File: config.mk
export PLATFORM = sky130hd
export DESIGN_NAME = onehot_rr_arbiter
export DESIGN_NICKNAME = d
export VERILOG_FILES = /design/src/rtl/onehot_rr_arbiter.sv
export SDC_FILE = /design/constraint.sdc
export NUM_CORES = 1
export LEC_CHECK = 0
export CAP_MARGIN = 15
export CORE_MARGIN = 1.5
export CORE_UTILIZATION = 51
export CTS_CLUSTER_DIAMETER = 30
export CTS_CLUSTER_SIZE = 25
export DETAILED_ROUTE_END_ITERATION = 8
export PLACE_DENSITY_LB_ADDON = 0.08
export RECOVER_POWER = 100
export REMOVE_ABC_BUFFERS = 1
export SLEW_MARGIN = 25
export SYNTH_ARGS = -nofsm -noshare
export SYNTH_HDL_FRONTEND = slang
export SYNTH_SLANG_ARGS = --single-unit
File: constraint.sdc
create_clock -name clk -period 3.5 [get_ports clk]
set_input_delay 0.35 -clock clk [delete_from_list [all_inputs] [get_ports clk]]
set_output_delay 0.35 -clock clk [all_outputs]
set_load 0.01 [all_outputs]
File: src/rtl/onehot_rr_arbiter.sv
// onehot_rr_arbiter: round-robin arbiter with a registered one-hot grant, release on done/drop/hold limit.
// Define ONEHOT_CHECK_EN to build in the sticky grant-integrity checker that drives err.
module onehot_rr_arbiter #(
  parameter int NUM_REQ = 8,
  parameter int MAX_HOLD = 15,
  localparam int IW = $clog2(NUM_REQ),
  localparam int HW = $clog2(MAX_HOLD + 1)
) (
  input  logic               clk,
  input  logic               resetn,
  input  logic [NUM_REQ-1:0] req,
  input  logic               done,
  output logic [NUM_REQ-1:0] gnt,
  output logic [IW-1:0]      gnt_id,
  output logic               busy,
  output logic               err
);
  typedef enum logic {IDLE, GRANT} state_t;
  state_t state;
  logic [IW-1:0] ptr, pick;
  logic [HW-1:0] hold;
  logic rel;
  localparam logic [NUM_REQ-1:0] ONE = {{(NUM_REQ-1){1'b0}}, 1'b1};
  always_comb begin
    pick = '0;
    for (int k = NUM_REQ - 1; k >= 0; k--)
      pick = req[IW'((int'(ptr) + k) % NUM_REQ)] ? IW'((int'(ptr) + k) % NUM_REQ) : pick;
    rel = done | ~req[gnt_id] | (hold == HW'(MAX_HOLD));
  end
  always_ff @(posedge clk) begin
    if (!resetn) begin
      state <= IDLE;
      gnt <= '0;
      gnt_id <= '0;
      busy <= 1'b0;
      ptr <= '0;
      hold <= '0;
    end else if (state == IDLE) begin
      if (|req) begin
        state <= GRANT;
        gnt <= ONE << pick;
        gnt_id <= pick;
        busy <= 1'b1;
        hold <= HW'(1);
      end
    end else if (rel) begin
      state <= IDLE;
      gnt <= '0;
      gnt_id <= '0;
      busy <= 1'b0;
      hold <= '0;
      ptr <= (gnt_id == IW'(NUM_REQ - 1)) ? '0 : gnt_id + 1'b1;
    end else begin
      hold <= (hold == HW'(MAX_HOLD)) ? hold : hold + 1'b1;
    end
  end
`ifdef ONEHOT_CHECK_EN
  always_ff @(posedge clk) begin
    if (!resetn) err <= 1'b0;
    else err <= err | ((gnt & (gnt - 1'b1)) != '0) | (busy != (gnt != '0));
  end
`else
  assign err = 1'b0;
`endif
endmodule

### After elaboration in Yosys (flattened, before gate mapping)

Index checks and enable logic that the tools add are counted.

* $add $sub $neg: 9
* eq/ne operators: 4
* shift operators: 1
* $lt $le $gt $ge: 9
* reductions and logical operators: 5
* div/mod/pow operators: 0
* bitwise logic cells: 3
* multiplexer cells: 51
* multiply operators: 0

Operator list (number)
* < comparator 3 x 5 -> 1 bit (second input constant): 8
* two-way mux 3 bit: 12
* binary-select mux 1 bit (select 3 bit): 9
* two-way mux 8 bit: 3
* two-way mux 1 bit: 23
* two-way mux 4 bit: 4
* adder 3 bit (second input constant): 4
* OR reduction 8 bit: 1
* << shifter 1 x 3 -> 8 bit (first input constant): 1
* adder 3 x 1 -> 3 bit (second input constant): 2
* adder 3 x 2 -> 3 bit (second input constant): 2
* AND reduction 2 bit: 3
* adder 4 x 1 -> 4 bit (second input constant): 1
* equality test 4 bit (second input constant): 1
* < comparator 3 x 4 -> 1 bit (second input constant): 1
* equality test 3 bit (second input constant): 1
* inequality test 3 bit (second input constant): 1
* inequality test 2 x 1 -> 1 bit (second input constant): 1
* OR 1 bit: 2
* nonzero test 2 bit: 1
* inverter 1 bit: 1

* memory bits (read-only): 0
* memories: 0
* bits of input ports: 11
* output and inout bits: 13
* RAM bits: 0
* latch bits: 0
* register bits: 20
* logic and storage cells: 88

### Depth between registers and ports, before layout

* depth after elaboration: 15
* depth in mapped cells: 12
* mapped depth without buffers: 9

### Least setup slack after synthesis

No wires, ideal clock.

* path kind: register to register
* start: register ptr[1]
* end: register gnt[4]
* cell stages (with the launch flop): 13
* arrival time: 3042 ps
* path slack: 341 ps
* period minus slack after synthesis: 3159 ps
* buffers on the path: 3
* library setup time: 117 ps
* data required time: 3383 ps
* path through: dfxtp_1 -> buf_2 -> buf_2 -> inv_1 -> ha_1 -> clkbuf_1 -> mux4_2 -> mux2_4 -> nand2b_4 -> or3_1 -> o21ai_2 -> nor2_1 -> a32o_1

* longest elaborated chain between the ends: 15
* elaborated cells on any way between the ends: 42
* those cells by class: add/sub: 7; shift: 1; mux: 34

RTL lines
* start, declared: RTL line 20 `logic [IW-1:0] ptr, pick;`
* start signal, assigned: RTL line 52 `ptr <= (gnt_id == IW'(NUM_REQ - 1)) ? '0 : gnt_id + 1'b1;`
* adder 3 bit: RTL line 27 `pick = req[IW'((int'(ptr) + k) % NUM_REQ)] ? IW'((int'(ptr) + k) % NUM_REQ) : pick;`
* binary-select mux 1 bit (select 3 bit): RTL line 27
* two-way mux 1 bit (not written as such) (2 in a row): RTL line 27
* two-way mux 3 bit (7 in a row): RTL line 27
* two-way mux 3 bit *: RTL line 27
* << shifter 1 x 3 -> 8 bit *: RTL line 41 `gnt <= ONE << pick;`
* two-way mux 8 bit *: RTL line 39 `if (|req) begin`
* two-way mux 8 bit *: RTL line 38 `end else if (state == IDLE) begin`
* end signal, assigned: RTL line 41
* end, declared: RTL line 13 `output logic [NUM_REQ-1:0] gnt,`

Mark *: on every way between the ends. The rest lies on a longest branch, timed or not. The select of a mux whose other input is x is not followed.
A chain may end at the register's enable or synchronous reset.

### Worst setup path after layout

* start: register ptr[0]
* end: register gnt[5]

Same word-level chain as after synthesis.

==> results by group <==
Route
  • DR WL/cell: 16.1 µm
  • Final WL: 3980 µm
  • Drt pass-1 iters: 6
  • DRC: 0
  • Metal2 WL: 2030 µm
  • Vias per cell: 6.06
  • Top Metal Used: met4
  • Vias: 1497
  • Antenna-violating nets left: 0
  • Met3 routed WL: 131 µm
  • First DRT Iteration DRCs: 188
  • Wire length on met1: 1770 µm

Logic synthesis
  • #FFs+latches synth: 20
  • Number of flops mapped to enable cells by yosys: 0
  • Async set-or-reset flop fraction in the synthesized netlist: 0%
  • Syn Inst Count: 182
  • Netlist cell types: 52
  • Cell taking the most area after synthesis: dfxtp_1
  • Synth Flop Type: dfxtp_1
  • Synthesized area per cell: 9.23 µm²
  • Most frequent cell after synthesis: dfxtp_1
  • Cell Area, Synth: 1680 µm²
  • Area contributors post-synth: dfxtp_1 (24%), mux4_2 (16%), mux2i_1 (4.2%)
  • Top cell type's share of synthesized area: 23.8%
  • Yosys warning count: 0
  • Top cells by count, synth: dfxtp_1 (20), nand2_1 (15), nor2_1 (13)
  • Post-synthesis sequential area ratio: 23.8%

Power and ir drop
  • Total Power: 0.834 mW
  • Worst vdd ir: 358 µV
  • Lkg Pwr: 0.750 nW
  • Pwr dens: 426 nW/µm²

STA
  • Final worst-path cycle share: 88.8%
  • Worst Tran Pin Value: 0.968 ns
  • Final Setup Violations: 0
  • Final Max Slew Viols: 0
  • Fmax: 0.322 GHz
  • RSZ-0062 raised after global routing: no
  • Setup TNS: 0 ns
  • Final hold vios: 0
  • Fin crit period: 3.11 ns
  • Relative slew margins: 34.8%
  • Clock skew: 0.00418 ns

Outcome
  • Status: completed

Clocking
  • Post-CTS Setup Inserts: 0
  • Clock Root Buffer: clkbuf_4
  • Longest Clk Path Bufs: 2
  • Clock sink count: 20
  • CTS tree: built
  • Worst-path clk slew: 0.11 ns
  • CTS Buf Count: 3
  • # H-tree levels: 1
  • Cts hold-fix bufs: 0
  • Post-CTS sizing: 0
  • Clk_lat worst skew: 0.30 ns

Placement
  • DPL Wire Length: 3000 µm
  • Routability cong.: 0.808
  • # port buffers: 22

Global routing
  • Congestion Overflow GR: 0
  • Largest net degree at the start of global routing: 16
  • Initial antenna violation count: 0
  • Tot GR Track Use: 23.9%
  • Vias in the first global route: 1506
  • First-pass GRT wire length: 6640 µm

Die
  • Die width: 60.4 µm
  • Core area: 3100 µm²
  • Die Y: 60.4 µm
  • Die area: 3650 µm²
  • Row cnt: 20
  • # IOs: 24
  • Starting Density: 54.1%

Setup path
  • WP data required: 3.70 ns
  • Crit path launch type: flop
  • Crit path kind: reg2reg
  • CP Max Fanout: 9
  • Worst Setup End Kind: flop
  • Arrival @ worst endpoint: 3.31 ns

Worst hold path
  • Min-Delay Path Class: reg2reg

Final layout
  • Layout area overhead: 16.5%
  • Nets@finish: 220
  • Antenna Cells: 0
  • Ratio of cells with drive above 1 in the final layout: 16.7%

Flow run
  • Max-Cap Viols: 0
flip-flops by register name (all words and copies together) (netlist names):
signal and count:
state 1, busy 1, gnt 8, ptr 3, hold 4, gnt_id 3
worst paths after layout:
kind / slack (ns) / depth (start not counted) / from / endpoint
min reg2reg: 0.46 / 2 / gnt[2] / gnt[2]
min: 0.46 / 2 / gnt[2] / gnt[2]
max reg2reg: 0.39 / 9 / ptr[0] / gnt[5]
max: 0.39 / 9 / ptr[0] / gnt[5]
power by group:
| part | leakage [nW] | total, mW | internal, mW | switching (mW) |
|---|---|---|---|---|
| combinational | 0.566 | 0.430 | 0.201 | 0.229 |
| sequential | 0.163 | 0.272 | 0.251 | 0.0207 |
| clock | 0.0210 | 0.132 | 0.0634 | 0.0687 |
area by class of cell:
class / count / area (µm²)
fillers: 296 / 1150
well taps: 44 / 55.1
inverters: 6 / 22.5
multi-input cells: 147 / 1200
flip-flops and latches: 20 / 400
repair buffers: 26 / 246
clock buffers: 4 / 36.3
stage by stage:
stage	area, µm²	utilization [%]	std cells	setup slack [ns]	hold WS (ns)
2_1_floorplan	1620	-	173	0.420	0.465
4_1_cts	1960	63.3	247	0.590	0.469
5_1_grt	1960	63.1	247	0.226	0.483
6_report	1960	63.1	247	0.393	0.462
3_3_place_gp	1930	62.1	243	0.496	0.436
3_5_place_dp	1930	62.1	243	0.476	0.446
kinds of logic (layout without fill, tap and decap cells):
| kind of cell | count (synthesis) | in the layout | synth area share (%) |
|---|---|---|---|
| adders and majority gates | 5 | 5 | 3.73 |
| DFF | 20 | 20 | 23.8 |
| AOI/OAI and AO/OA | 50 | 50 | 20.9 |
| buffers and inverters | 15 | 36 | 4.69 |
| xor gates and xnor gates | 3 | 3 | 1.57 |
| and+or+nand+nor | 61 | 61 | 19.1 |
| other | 1 | 1 | 0.223 |
| muxes | 27 | 27 | 26.0 |
critical path, cell delays in order, from the launching register on:
cell and delay (ns):
dfxtp_1 0.37, inv_1 0.08, ha_1 0.48, mux4_2 0.43, mux2_4 0.33, nand2b_4 0.15, or3_1 0.36, o21ai_0 0.35
nor2_1 0.16, a32o_1 0.29
layer usage:
layer	up-vias	track usage (%)
li1	733	-
met1	725	28.9
met2	33	44.4
met3	6	3.20
met4	0	6.03
met5	-	0
placed cells by master (no fill, tap or decap), types with 2 or more instances in the layout:
| cell | n |
|---|---|
| a211oi_1 | 2 |
| a21boi_0 | 5 |
| a21o_1 | 3 |
| a21oi_1 | 10 |
| a22o_1 | 3 |
| a32o_1 | 2 |
| and2_1 | 2 |
| and3_1 | 2 |
| buf_4 | 3 |
| clkbuf_4 | 3 |
| clkdlybuf4s50_1 | 9 |
| dfxtp_1 | 20 |
| dlygate4sd3_1 | 13 |
| ha_1 | 5 |
| inv_1 | 6 |
| mux2_2 | 6 |
| mux2i_1 | 7 |
| mux4_2 | 12 |
| nand2_1 | 15 |
| nand2b_1 | 4 |
| nand3_1 | 4 |
| nor2_1 | 13 |
| nor2b_1 | 4 |
| nor3_1 | 4 |
| nor4_1 | 2 |
| o211ai_1 | 4 |
| o21ai_0 | 10 |
| o31ai_1 | 2 |
| or3_1 | 3 |
| or3b_2 | 2 |
| xnor2_1 | 2 |
(Power assumes the default switching activity.)
